File: src/rtl/dram_ctrl.sv
`default_nettype none
// ============================================================================
// Module   : dram_ctrl
// Purpose  : Sequential controller for two 64 KB DRAM banks behind the
//            mmu8722. Multiplexes the translated address onto ma, times the
//            RAS/CAS/WE strobes for single accesses and interleaves periodic
//            RAS-only refresh, with refresh taking priority over CPU access.
// Ports    : clk      - system clock, rising edge
//            reset_n  - asynchronous active-low reset
//            req      - single-cycle access request (taken when busy=0)
//            rw       - 1=read, 0=write (sampled with req)
//            ta       - translated address (sampled with req)
//            bank     - bank select, 0->cas0_n, 1->cas1_n (sampled with req)
//            ma       - multiplexed DRAM address
//            ras_n    - row strobe, shared by both banks
//            cas0_n   - column strobe, bank 0
//            cas1_n   - column strobe, bank 1
//            we_n     - DRAM write enable
//            busy     - controller not accepting requests
//            done     - one-cycle pulse, access complete / read data valid
// Revision : 1.0 - initial release
// ============================================================================
module dram_ctrl #(
    parameter int REFRESH_INTERVAL = 124,
    parameter int TRP              = 2
) (
    input  logic        clk,
    input  logic        reset_n,
    input  logic        req,
    input  logic        rw,
    input  logic [15:0] ta,
    input  logic        bank,
    output logic [7:0]  ma,
    output logic        ras_n,
    output logic        cas0_n,
    output logic        cas1_n,
    output logic        we_n,
    output logic        busy,
    output logic        done
);

    localparam int TW = (REFRESH_INTERVAL > 2) ? $clog2(REFRESH_INTERVAL) : 1;
    localparam int PW = $clog2(TRP + 1);
    localparam logic [TW-1:0] c_TMR_MAX  = TW'(REFRESH_INTERVAL - 1);
    localparam logic [PW-1:0] c_PRE_LAST = PW'(TRP - 1);

    typedef enum logic [3:0] {
        S_IDLE  = 4'd0,
        S_ROW   = 4'd1,
        S_RAS   = 4'd2,
        S_COL   = 4'd3,
        S_CAS   = 4'd4,
        S_HOLD  = 4'd5,
        S_PRE   = 4'd6,
        S_RROW  = 4'd7,
        S_RRAS  = 4'd8,
        S_RRAS2 = 4'd9
    } state_t;

    state_t          r_state;
    state_t          w_state_nxt;
    logic [TW-1:0]   r_tmr;
    logic            r_ref_pending;
    logic            r_req_pending;
    logic [15:0]     r_ta;
    logic            r_rw;
    logic            r_bank;
    logic [7:0]      r_row;
    logic [PW-1:0]   r_pre_cnt;

    logic            w_tmr_fire;
    logic            w_accept;
    logic            w_ref_want;
    logic            w_req_want;
    logic            w_pre_last;
    logic [7:0]      w_ta_lo;
    logic            w_ref_pending_nxt;
    logic            w_req_pending_nxt;
    logic [PW-1:0]   w_pre_cnt_nxt;
    logic [7:0]      w_ma_nxt;
    logic            w_ras_n_nxt;
    logic            w_cas0_n_nxt;
    logic            w_cas1_n_nxt;
    logic            w_we_n_nxt;
    logic            w_busy_nxt;
    logic            w_done_nxt;
    logic            w_cas_act;
    logic            w_we_act;

    // Next-state and next-output logic. Every output is registered, so the
    // values below are what the outputs become at the coming edge.
    always_comb begin
        w_tmr_fire = (r_tmr == c_TMR_MAX);
        w_accept   = req & ~busy;
        // A timer wrap on this very edge counts as a pending refresh, so a
        // request accepted at the same edge is held behind that refresh.
        w_ref_want = r_ref_pending | w_tmr_fire;
        w_req_want = r_req_pending | w_accept;
        w_pre_last = (r_pre_cnt == c_PRE_LAST);
        // The row byte must be driven on the acceptance edge itself, before
        // the latched copy exists.
        w_ta_lo    = w_accept ? ta[7:0] : r_ta[7:0];

        w_state_nxt = r_state;
        case (r_state)
            S_IDLE: begin
                if (w_ref_want)      w_state_nxt = S_RROW;
                else if (w_req_want) w_state_nxt = S_ROW;
            end
            S_ROW:   w_state_nxt = S_RAS;
            S_RAS:   w_state_nxt = S_COL;
            S_COL:   w_state_nxt = S_CAS;
            S_CAS:   w_state_nxt = S_HOLD;
            S_HOLD:  w_state_nxt = S_PRE;
            S_PRE: begin
                // Arbitrate directly out of precharge so a held request
                // starts without an extra idle cycle.
                if (w_pre_last) begin
                    if (w_ref_want)      w_state_nxt = S_RROW;
                    else if (w_req_want) w_state_nxt = S_ROW;
                    else                 w_state_nxt = S_IDLE;
                end
            end
            S_RROW:  w_state_nxt = S_RRAS;
            S_RRAS:  w_state_nxt = S_RRAS2;
            S_RRAS2: w_state_nxt = S_PRE;
            default: w_state_nxt = S_IDLE;
        endcase

        w_ref_pending_nxt = w_ref_want;
        if (w_state_nxt == S_RROW) w_ref_pending_nxt = 1'b0;

        w_req_pending_nxt = w_req_want;
        if ((r_state == S_HOLD) && (w_state_nxt == S_PRE)) w_req_pending_nxt = 1'b0;

        w_pre_cnt_nxt = '0;
        if ((r_state == S_PRE) && (w_state_nxt == S_PRE)) w_pre_cnt_nxt = r_pre_cnt + PW'(1);

        w_ma_nxt = ma;
        case (w_state_nxt)
            S_ROW:   w_ma_nxt = w_ta_lo;
            S_COL:   w_ma_nxt = r_ta[15:8];
            S_RROW:  w_ma_nxt = r_row;
            default: w_ma_nxt = ma;
        endcase

        w_ras_n_nxt = 1'b1;
        case (w_state_nxt)
            S_RAS, S_COL, S_CAS, S_HOLD, S_RRAS, S_RRAS2: w_ras_n_nxt = 1'b0;
            default:                                      w_ras_n_nxt = 1'b1;
        endcase

        w_cas_act    = (w_state_nxt == S_CAS) || (w_state_nxt == S_HOLD);
        w_we_act     = (w_state_nxt == S_COL) || w_cas_act;
        w_cas0_n_nxt = ~(w_cas_act & ~r_bank);
        w_cas1_n_nxt = ~(w_cas_act &  r_bank);
        w_we_n_nxt   = ~(w_we_act & ~r_rw);

        w_done_nxt = (r_state == S_HOLD);
        w_busy_nxt = (w_state_nxt != S_IDLE) | w_ref_pending_nxt | w_req_pending_nxt;
    end

    always_ff @(posedge clk or negedge reset_n) begin
        if (!reset_n) begin
            r_state       <= S_IDLE;
            r_tmr         <= '0;
            r_ref_pending <= 1'b0;
            r_req_pending <= 1'b0;
            r_ta          <= '0;
            r_rw          <= 1'b1;
            r_bank        <= 1'b0;
            r_row         <= 8'h00;
            r_pre_cnt     <= '0;
            ma            <= 8'h00;
            ras_n         <= 1'b1;
            cas0_n        <= 1'b1;
            cas1_n        <= 1'b1;
            we_n          <= 1'b1;
            busy          <= 1'b0;
            done          <= 1'b0;
        end else begin
            r_state       <= w_state_nxt;
            r_tmr         <= w_tmr_fire ? '0 : r_tmr + TW'(1);
            r_ref_pending <= w_ref_pending_nxt;
            r_req_pending <= w_req_pending_nxt;
            if (w_accept) begin
                r_ta   <= ta;
                r_rw   <= rw;
                r_bank <= bank;
            end
            if (r_state == S_RRAS2) r_row <= r_row + 8'd1;
            r_pre_cnt     <= w_pre_cnt_nxt;
            ma            <= w_ma_nxt;
            ras_n         <= w_ras_n_nxt;
            cas0_n        <= w_cas0_n_nxt;
            cas1_n        <= w_cas1_n_nxt;
            we_n          <= w_we_n_nxt;
            busy          <= w_busy_nxt;
            done          <= w_done_nxt;
        end
    end

endmodule
`default_nettype wire

File: config.mk
export PLATFORM = sky130hd
export DESIGN_NAME = dram_ctrl
export DESIGN_NICKNAME = d
export VERILOG_FILES = /design/src/rtl/dram_ctrl.sv
export SDC_FILE = /design/constraint.sdc
export NUM_CORES = 1
export LEC_CHECK = 0
export ABC_AREA = 1
export BUFFER_PORTS_ARGS = -buffer_cell sky130_fd_sc_hd__clkbuf_2
export CORE_ASPECT_RATIO = 0.5
export CORE_MARGIN = 1.5
export CORE_UTILIZATION = 61
export DETAILED_ROUTE_END_ITERATION = 12
export PLACE_DENSITY = 0.84
export SYNTH_ARGS = -nofsm -noshare
export SYNTH_HDL_FRONTEND = slang
export SYNTH_SLANG_ARGS = --single-unit
File: constraint.sdc
create_clock -name clk -period 2.82 [get_ports clk]
set_clock_uncertainty 0.05 [all_clocks]
set_input_delay 0 -clock clk [delete_from_list [all_inputs] [get_ports clk]]
set_output_delay 0 -clock clk [all_outputs]
set_load 0.01 [all_outputs]
Word-level counts from Yosys, hierarchy flattened
Cells that the tools add are included. W data, S select, Z words.

Register bits after elaboration: 55. Bits in latches: 0. RAM bits: 0. ROM bits: 0. Input bits: 21. Output and inout port bits: 14. Logic and storage cells: 75. Memories: 0.

$add $sub $neg: 3. $mul: 0. Divide/modulo/power cells: 0. Order comparisons: 0. Equality and inequality tests: 20. Shifts and indexed selects: 0. Mux-type cells: 13. Bitwise gates (word level): 14. Reductions and logical operators: 9.

Operators with widths (count): $pmux W4 S9 (1); $eq A4 B3 Y1 const B (8); $pmux W8 S3 (1); $eq A4 B2 Y1 const B (4); $eq A4 B4 Y1 const B (4); $mux W4 (3); $add A8 B1 Y8 const B (1); $eq A4 B1 Y1 const B (2); $mux W8 (1); $add A7 B1 Y7 const B (1); $eq A7 B7 Y1 const B (1); $mux W7 (1); $not A1 Y1 (6); $reduce_or A6 Y1 (1); $and A1 B1 Y1 (4); $logic_not A4 Y1 (1); $mux W1 (4); $or A1 B1 Y1 (4); $reduce_bool A4 Y1 (1); $mux W3 (1); $reduce_bool A3 Y1 (1); $add A2 B1 Y2 const B (1); $eq A2 B1 Y1 const B (1); $logic_and A1 B1 Y1 (2); other kinds (3) (4).

Depth between registers and ports, before layout
Gate-level depths: netlist of run 1.

Word-level depth: 12. Depth in mapped cells: 14. Mapped depth without buffers: 14.

Least setup slack after synthesis of run 1
Ideal clock, no wire load.

Kind: reg-to-reg. From: register r_tmr[0]. To: register ma[6]. Setup time: 0.115 ns. Arrival: 1.629 ns. Data required time: 2.655 ns. Path slack: 1.025 ns. Cell stages (with the launch flop): 14. Path buffers: 1. Clock period less this slack: 1.795 ns. Path through: dfrtp_1 ha_1 inv_1 nor2_1 nand2_1 nand3_1 o21ai_1 nand2_4 nand2_2 nor2_4 buf_6 or2_1 inv_1 nor2_1.

Longest elaborated chain between the ends: 7. Elaborated cells on any way between the ends: 11. Classes of those cells: 4 x eq/ne; 5 x mux; 1 x bitwise; 1 x reduce/logical.

Ends and longest elaborated chain: start: declaration (RTL line 62) `logic [TW-1:0] r_tmr;`; start signal: assignment (RTL line 183) `r_tmr <= w_tmr_fire ? '0 : r_tmr + TW'(1);`; $eq A7 B7 Y1 (*) (RTL line 93) `w_tmr_fire = (r_tmr == c_TMR_MAX);`; $or A1 B1 Y1 (*) (RTL line 97) `w_ref_want = r_ref_pending | w_tmr_fire;`; $mux W3 (RTL line 119) `if (w_ref_want) w_state_nxt = S_RROW;`; $mux W4 (RTL line 118) `if (w_pre_last) begin`; $pmux W4 S9 (*) (RTL line 105) `case (r_state)`; via w_state_nxt[0] (RTL line 61) `state_t w_state_nxt;`; $eq A4 B3 Y1 (tied with other cells) (RTL line 140) `case (w_state_nxt)`; $pmux W8 S3 or $reduce_bool A3 Y1 (tied branches); end signal: assignment (RTL line 193) `ma <= w_ma_nxt;`; end: declaration (RTL line 33) `output logic [7:0] ma,`.

The timed path passes the listed nets; every way through them passes the cells marked *. A chain may end at the register's enable or synchronous reset.

Final worst setup path of run 1
From: register r_state[2]. To: register ma[1].

Longest elaborated chain between the ends: 5. Elaborated cells on any way between the ends: 20. Classes of those cells: 12 x eq/ne; 5 x mux; 3 x reduce/logical.

Ends and longest elaborated chain: start: declaration (RTL line 60) `state_t r_state;`; start signal: assignment (RTL line 182) `r_state <= w_state_nxt;`; $eq A4 B3 Y1 or $eq A4 B4 Y1 (tied branches) (RTL line 105); $reduce_or A2 Y1 (no line); $pmux W4 S9 (*) (RTL line 105); via w_state_nxt[0] (RTL line 61); $eq A4 B3 Y1 (tied with other cells) (RTL line 140); $pmux W8 S3 or $reduce_bool A3 Y1 (tied branches).

Marks and branches as above.

==> impl_results.md, run 1 <==
* Grt met3 use at 7.23%
* Distinct cells, synth at 30
* # diodes at 0
* Buffers on Ports at 34
* Die Y at 48.6 um
* Mapped Area at 2540 um2
* # rows at 16
* Fill cells at 234
* Slew margin rel. at 54.5%
* Postcts setup bufs at 0
* Vias/cell at 5.26
* Full die area at 4580 um2
* Worst vdd rail ir drop at 0.748 mV
* CP max FO at 16
* Fin crit period at 2240 ps
* Root Buffer: clkbuf_8
* R2R setup slack at 580 ps
* Vias in the first global route at 2079
* Post-synth top flop: dfrtp_1
* IO Pins at 35
* F_max at 0.447 GHz
* Die width at 94.2 um
* Period utilization at 79.4%
* Post_cts resized at 0
* Clock Latency Late Sink at 320 ps
* Core footprint at 3940 um2
* # DRC at 0
* Status: completed
* Clk sink count at 55
* RSZ-0062 raised after global routing: false
* Post-Syn Instances at 265
* First-pass GRT wire length at 9.46 mm
* Net count after synthesis at 289
* Static Leak at 0.00158 uW
* Hpwl dp at 3.54 mm
* Seq/Total Area, Yosys at 54.5%
* Slew @ Worst Pin at 682 ps
* Starting density of the core at 64.3%
* Routed Antenna Nets at 0
* Syn_area_per_cell at 9.58 um2
* GRT met1 Usage at 35.4%
* Yosys warning total at 0
* Gr ovfl total at 0
* Flops & latches, synth at 55
* Drt wl/cell at 14.7 um
* Placement Setup Slack at 737 ps
* Setup CP Type: flop to flop
* Clock Power Share at 18.5%
* Share of cells above drive strength 1 at 27.8%
* Worst hold path class: input pin to asynchronous set/reset pin
* Max Root-Sink Buffers at 2
* Largest net degree at the start of global routing at 56
* R2r endpoint: ma[1]$_DFFE_PN0P_
* Setup violators final at 0
* Switching share of power at 40.2%
* Total GRT Usage at 27.7%
* Worst EP required at 2990 ps
* Comb pwr share at 44.1%
* Final worst setup slack at 582 ps
* Number of detailed-route iterations in the first pass at 4
* Reg-to-reg critical path startpoint: r_state[2]$_DFF_PN0_
* M2 GR Usage at 45.3%
* Crit end category: flop
* Fin nets at 350
* Critical Path AT at 2400 ps
* Ys async rst share at 100%
* P_int at 2010 uW
* PwrDens at 1080 nW/um2
* Critical path launch point type: flop
* Final Hold Fails at 0
* CTS tree: done
* Sw power at 1350 uW
* Total of max-cap violations at 0
* R2R depth at 10
* Syn-to-layout area delta at 22.6%
* Gp weighted congestion at 0.824
* Number of flops mapped to enable cells by yosys at 0
* Clock-pin slew on the worst setup and hold paths at 100 ps
* Total CTS buffers at 5
* DR iter-0 viols at 62
* Total wire length at 5.60 mm
* Initial antenna violation count at 0
* Routed vias at 2003
* GRT Max-Usage Layer: met2
* TNS Setup at 0 ps
* H-tree depth at 2
* Slew Limit Fails at 0
* Sequential share of power at 37.4%
[sequential cells by signal, summed over array words and instances (netlist names), 2 cells and up]
register and count:
ma 8, r_pre_cnt 2, r_row 8, r_state 4
r_ta 16, r_tmr 7
[layer usage]
layer | routed length, um | share of wire, %
met2 | 2790 | 50
met1 | 2300 | 41
met5 | 0 | 0
met4 | 146 | 2.6
met3 | 373 | 6.7
[worst max-delay path by stage]
stage	from	to	slack, ps	depth (start not counted)
after global routing	r_state[3]$_DFF_PN0_	ma[1]$_DFFE_PN0P_	440	10
final	r_state[2]$_DFF_PN0_	ma[1]$_DFFE_PN0P_	580	10
after detailed placement	r_state[2]$_DFF_PN0_	ma[3]$_DFFE_PN0P_	740	10
after CTS	r_state[2]$_DFF_PN0_	ma[1]$_DFFE_PN0P_	630	10
after global placement	r_state[2]$_DFF_PN0_	ma[3]$_DFFE_PN0P_	770	10
after floorplan	r_tmr[0]$_DFF_PN0_	ma[6]$_DFFE_PN0P_	1030	13
[layout by cell type (no fill, tap or decap), types with 2 or more instances in the layout]
cell	count
nand3_1	15
o21ai_0	4
a21oi_1	6
nor2_1	40
bufinv_16	2
or2_1	2
dfrtp_1	50
dlygate4sd3_1	20
buf_4	2
ha_1	3
dfstp_2	5
nand2_4	2
inv_2	3
clkbuf_2	34
nand4_1	4
a31oi_1	2
mux2_2	18
nor2_2	3
nand2_1	42
or2_2	7
xor2_1	7
inv_1	33
nand2_2	4
clkbuf_8	5
nor3_1	5
[cell type report]
cell class	count	area, um2	area share (%)
flip-flops and latches	55	1380	44.4
multi-input cells	172	1000	32.3
clock inverters	3	67.6	2.17
well taps	54	67.6	2.17
inverters	36	135	4.34
clock buffers	5	68.8	2.21
repair buffers	56	385	12.4
[synthesized netlist by cell type, types with 4 or more instances]
cell	count	share of area, %
nand3_1	15	3.0
o21ai_0	4	0.79
dfrtp_1	50	49
nand2_2	4	0.99
or2_2	7	1.7
nor3_1	5	0.99
nor2_1	40	5.9
nand2_1	42	6.2
mux2_2	18	8.0
inv_1	33	4.9
nand4_1	4	0.99
xor2_1	7	2.4
dfstp_2	5	5.2
a21oi_1	6	1.2
[through the flow]
stage	util, %	area (um2)	cells	hold slack [ps]	power (uW)
floorplan	-	2540	265	-346	2310
global placement	70.4	2780	353	114	2600
detailed placement	70.4	2780	353	116	2650
CTS	78.9	3110	381	321	3330
global route	78.9	3110	381	365	3610
finish	78.9	3110	381	285	3360
[kinds of logic after synthesis]
family | Yosys count | share of synthesized area (%)
AND/OR/NAND/NOR | 128 | 24.1
flip-flops | 55 | 54.5
buffers and inverters | 38 | 5.92
multiplexers | 18 | 7.99
AO/OA/AOI/OAI | 16 | 3.65
XOR/XNOR | 7 | 2.42
adder cells (fa/ha/maj) | 3 | 1.48
[what timing repair did]
item | 4_1_cts | 5_1_grt
hold endpoints to repair | 69 | 0
setup endpoints to repair | 0 | 0
hold buffers | 20 | 0
[worst max-delay path, cell delays in order, from the launching register on]
cell	delay (ps)
dfrtp_1	420
inv_2	80
nand2_1	120
nor3_4	450
nor3_2	110
nand2_4	150
nand2_2	80
nor2_4	310
nand3_1	160
nor2_1	160
nor2_1	60
[power by group through the flow]
stage          Sequential (uW)  Combinational [uW]  Clock [uW]
2_1_floorplan             1260                1050           0
3_3_place_gp              1240                1350           0
3_5_place_dp              1260                1390           0
4_1_cts                   1250                1460         620
5_1_grt                   1280                1670         658
6_report                  1260                1480         622
No activity file was read; power rests on OpenSTA's default activity.
==> run 2, diff against run 1 <==
Settings changed: ABC_AREA 1 to 0, CORE_UTILIZATION 61 to 51, PLACE_DENSITY 0.84 to 0.75.
Clock period 2.82 ns to 1.85 ns, I/O delays scaled along.
==> run 2 against run 1 <==
The flow now finishes with violations (negative setup slack). Clock power up 33%. Worst setup slack worse by 680 ps. Critical path depth shrank 4. First-iteration DRC count is 52% higher. Sequential share of layout area is 4.1 points lower. Design area increased by 10%. Combinational power increased by 110%. Clock-buffer cell count stayed put. Register-to-register slack lost 680 ps. Synthesized cell count decreased by 21%. Worst hold slack lost 37 ps. Critical path type unchanged. Critical endpoint is now ma[3]$_DFFE_PN0P_. Largest power group unchanged.
==> impl_results.md, run 2 <==
* Die Y at 53.9 um (+11%)
* Fill cells at 344 (+47%)
* Full die area at 5640 um2 (+23%)
* Hpwl dp at 3.51 mm (-0.81%)
* Routed vias at 1919 (-4.2%)
* Top reg by flops: r_ta
* Fin nets at 313 (-11%)
* Reg-to-reg critical path startpoint: r_tmr[1]$_DFF_PN0_
* Vias in the first global route at 1847 (-11%)
* Clock-pin slew on the worst setup and hold paths at 110 ps (about the same)
* Post-Synth Adder-Cell Area at 1.42% (-0.057 points)
* Post-Synth Simple-Gate Area at 13.2% (-11 points)
* R2R setup slack at -100 ps (-680 ps)
* Number of detailed-route iterations in the first pass at 5 (+1)
* Total of max-cap violations at 0 (unchanged)
* IO Pins at 35 (unchanged)
* Total CTS buffers at 5 (unchanged)
* CP max stage cell: a21oi_2
* Slowest stage delay, CP at 410 ps (-40 ps)
* TNS Setup at -526 ps (-526 ps)
* Finished Cell Area at 3440 um2 (+10%)
* CP max FO at 5 (-11)
* Failing checks: negative setup slack
* Vias/cell at 5.33 (+1.4%)
* Largest cells by area after synthesis: dfrtp_1, mux2_2, dfstp_2, a31oi_2, xnor2_1
* # diodes at 0 (unchanged)
* Critical Path, Cell by Cell: ha_2 > and4_4 > a21oi_2 > o31ai_4 > a22oi_1 > a31oi_2
* Ys async rst share at 100% (unchanged)
* Gr ovfl total at 0 (unchanged)
* Most instantiated library cell after synthesis: dfrtp_1
* Gp weighted congestion at 0.827 (+0.30%)
* RSZ-0062 raised after global routing: true
* Number of flops mapped to enable cells by yosys at 0 (unchanged)
* Slew @ Worst Pin at 683 ps (+0.190 ps)
* Commonest non-fill, non-tap cell in the layout: dfrtp_1
* Synth Area in XOR/XNOR at 4.31% (+1.9 points)
* Syn_area_per_cell at 12.6 um2 (+31%)
* Flops & latches, synth at 55 (unchanged)
* Status: complete, but fails checks
* Drt wl/cell at 16.3 um (+11%)
* Setup violators final at 9 (+9)
* Seq/Total Area, Yosys at 52.4% (-2.1 points)
* Worst vdd rail ir drop at 0.721 mV (-3.6%)
* Largest family of logic cells by synthesized area: compound AO/OA/AOI/OAI gates
* Starting density of the core at 53.3% (-11 points)
* Largest net degree at the start of global routing at 56 (unchanged)
* Total wire length at 5.86 mm (+4.5%)
* Mux cell area share after synthesis at 8.11% (+0.12 points)
* Max FFs per register at 16 (unchanged)
* Min-Delay Endpoint: r_req_pending$_DFF_PN0_
* R2r endpoint: ma[3]$_DFFE_PN0P_
* # rows at 18 (+2)
* Mapped Area at 2640 um2 (+4.0%)
* Crit end category: flop
* Placed cell areas at 2990 um2 (+7.8%)
* Initial antenna violation count at 0 (unchanged)
* Post-Syn Instances at 210 (-21%)
* Routed Antenna Nets at 0 (unchanged)
* PwrDens at 1700 nW/um2 (+57%)
* Synth top area share at 47.4% (-1.9 points)
* Compound-Gate Fraction of Synth Area at 16.5% (+13 points)
* Share of cells above drive strength 1 at 46.6% (+19 points)
* Root Buffer: clkbuf_8
* DR iter-0 viols at 94 (+52%)
* Distinct cells, synth at 48 (+60%)
* Critical path launch point type: flop
* Setup CP Type: flop to flop
* Post-synth top cells: dfrtp_1, mux2_2, nor2_1
* Period utilization at 105% (+26 points)
* Final Hold Fails at 0 (unchanged)
* F_max at 0.513 GHz (+15%)
* Worst EP required at 2000 ps (-990 ps)
* Slew margin rel. at 54.5% (about the same)
* Largest regs: r_ta x16, ma x8, r_row x8
* Syn-to-layout area delta at 30.3%
* Most frequent cells in the layout: dfrtp_1, clkbuf_2, buf_4
* Slew Limit Fails at 0 (unchanged)
* Net count after synthesis at 234 (-19%)
* First-pass GRT wire length at 9.08 mm (-4.0%)
* Max Root-Sink Buffers at 2 (unchanged)
* Final worst setup slack at -97.6 ps (-680 ps)
* Total GRT Usage at 21.6% (-6.1 points)
* Fin crit period at 1950 ps (-290 ps)
* Core footprint at 4950 um2 (+26%)
* Clock Latency Late Sink at 320 ps (about the same)
* Area leader, netlist: dfrtp_1
* Worst hold path class: input pin to flop
* Post-synth top flop: dfrtp_1
* Critical Path AT at 2100 ps (-300 ps)
* Yosys warning total at 0 (unchanged)
* Clk sink count at 55 (unchanged)
* H-tree depth at 2 (unchanged)
* # DRC at 0 (unchanged)
* HP Start: req
* Hold path depth at 5
* Static Leak at 0.00148 uW (-6.7%)
* R2R depth at 6 (-4)
* Buffers on Ports at 34 (unchanged)
* Die width at 105 um (+11%)
* CTS tree: done
==> run 2: changes by cell type in the layout (fill, tap and decap cells not counted), sizes merged, moves of 4 or more <==
cell,previous run,this run
o21ai,5,12
a22oi,0,8
inv,36,8
a31oi,2,8
buf,2,26
xnor2,0,8
or2,9,2
nand3,16,5
nor2b,0,4
nand2,48,11
nor2,44,15
nor3,7,0
==> run 2: metrics by stage <==
step / util, % / power [uW] / hold WS, ps / instances / setup WS [ps]
4_1_cts: 68.6 / 5630 / 251 / 358 / -47.4
3_3_place_gp: 60.4 / 4370 / 112 / 325 / -132
2_1_floorplan: - / 3800 / -346 / 210 / -4.82
5_1_grt: 69.4 / 6160 / 274 / 360 / -127
3_5_place_dp: 60.4 / 4450 / 124 / 325 / -175
6_report: 69.4 / 5850 / 249 / 360 / -97.6
==> run 2: layout make-up <==
cell class | instances | area (um2) | share of cell area (%)
inverter | 6 | 27.5 | 0.801
multi-input combinational | 141 | 1250 | 36.3
sequential | 55 | 1390 | 40.3
clock buffer | 5 | 68.8 | 2.00
tap | 70 | 87.6 | 2.55
timing repair buffer | 79 | 568 | 16.5
timing repair inverter | 1 | 3.75 | 0.109
clock inverter | 3 | 46.3 | 1.35
==> run 2: cell families (layout without fill, tap and decap cells) <==
group / Yosys count / after routing
AO/OA/AOI/OAI: 50 / 52
AND/OR/NAND/NOR: 54 / 54
buffers and inverters: 16 / 94
adder cells (fa/ha/maj): 3 / 3
flip-flops: 55 / 55
multiplexers: 19 / 19
XOR/XNOR: 13 / 13
==> run 2: power breakdown <==
| part | total (uW) | switching [uW] | internal (uW) |
|---|---|---|---|
| logic | 3050 | 1630 | 1430 |
| clock network | 828 | 420 | 408 |
| registers | 1970 | 296 | 1670 |
| total | 5850 | 2340 | 3510 |
==> run 2: worst max-delay path by stage <==
stage                        end               start  cells after the start  slack [ps]
2_1_floorplan  ma[7]$_DFFE_PN0P_  r_tmr[0]$_DFF_PN0_                      8          -5
3_3_place_gp   ma[0]$_DFFE_PN0P_  r_tmr[1]$_DFF_PN0_                      6        -130
3_5_place_dp   ma[0]$_DFFE_PN0P_  r_tmr[0]$_DFF_PN0_                      6        -180
4_1_cts        ma[7]$_DFFE_PN0P_  r_tmr[0]$_DFF_PN0_                      7         -50
5_1_grt        ma[6]$_DFFE_PN0P_  r_tmr[1]$_DFF_PN0_                      7        -130
6_report       ma[3]$_DFFE_PN0P_  r_tmr[1]$_DFF_PN0_                      6        -100
==> run 2: timing repair <==
| action | 4_1_cts | 5_1_grt |
|---|---|---|
| cloned | 3 | 0 |
| resized for setup | 13 | 8 |
| setup buffers | 3 | 2 |
| endpoints found under the hold margin | 68 | 0 |
| pin swaps | 2 | 2 |
| hold buffers | 19 | 0 |
| setup endpoints to repair | 8 | 9 |
==> run 2: worst max-delay path: cells and delay by family (launching register included) <==
family,cells,cell delay (ps)
and+or+nand+nor,1,160
DFF,1,400
adders and majority gates,1,190
AOI/OAI and AO/OA,4,1020
==> run 2: layer usage <==
layer / vias to the layer above / track usage, % / part of all wire, %
met5: - / 0 / 0
met4: 0 / 5.02 / 0.89
met3: 8 / 6.54 / 4.8
met2: 45 / 36.2 / 48
met1: 957 / 28.3 / 46
li1: 909 / - / -
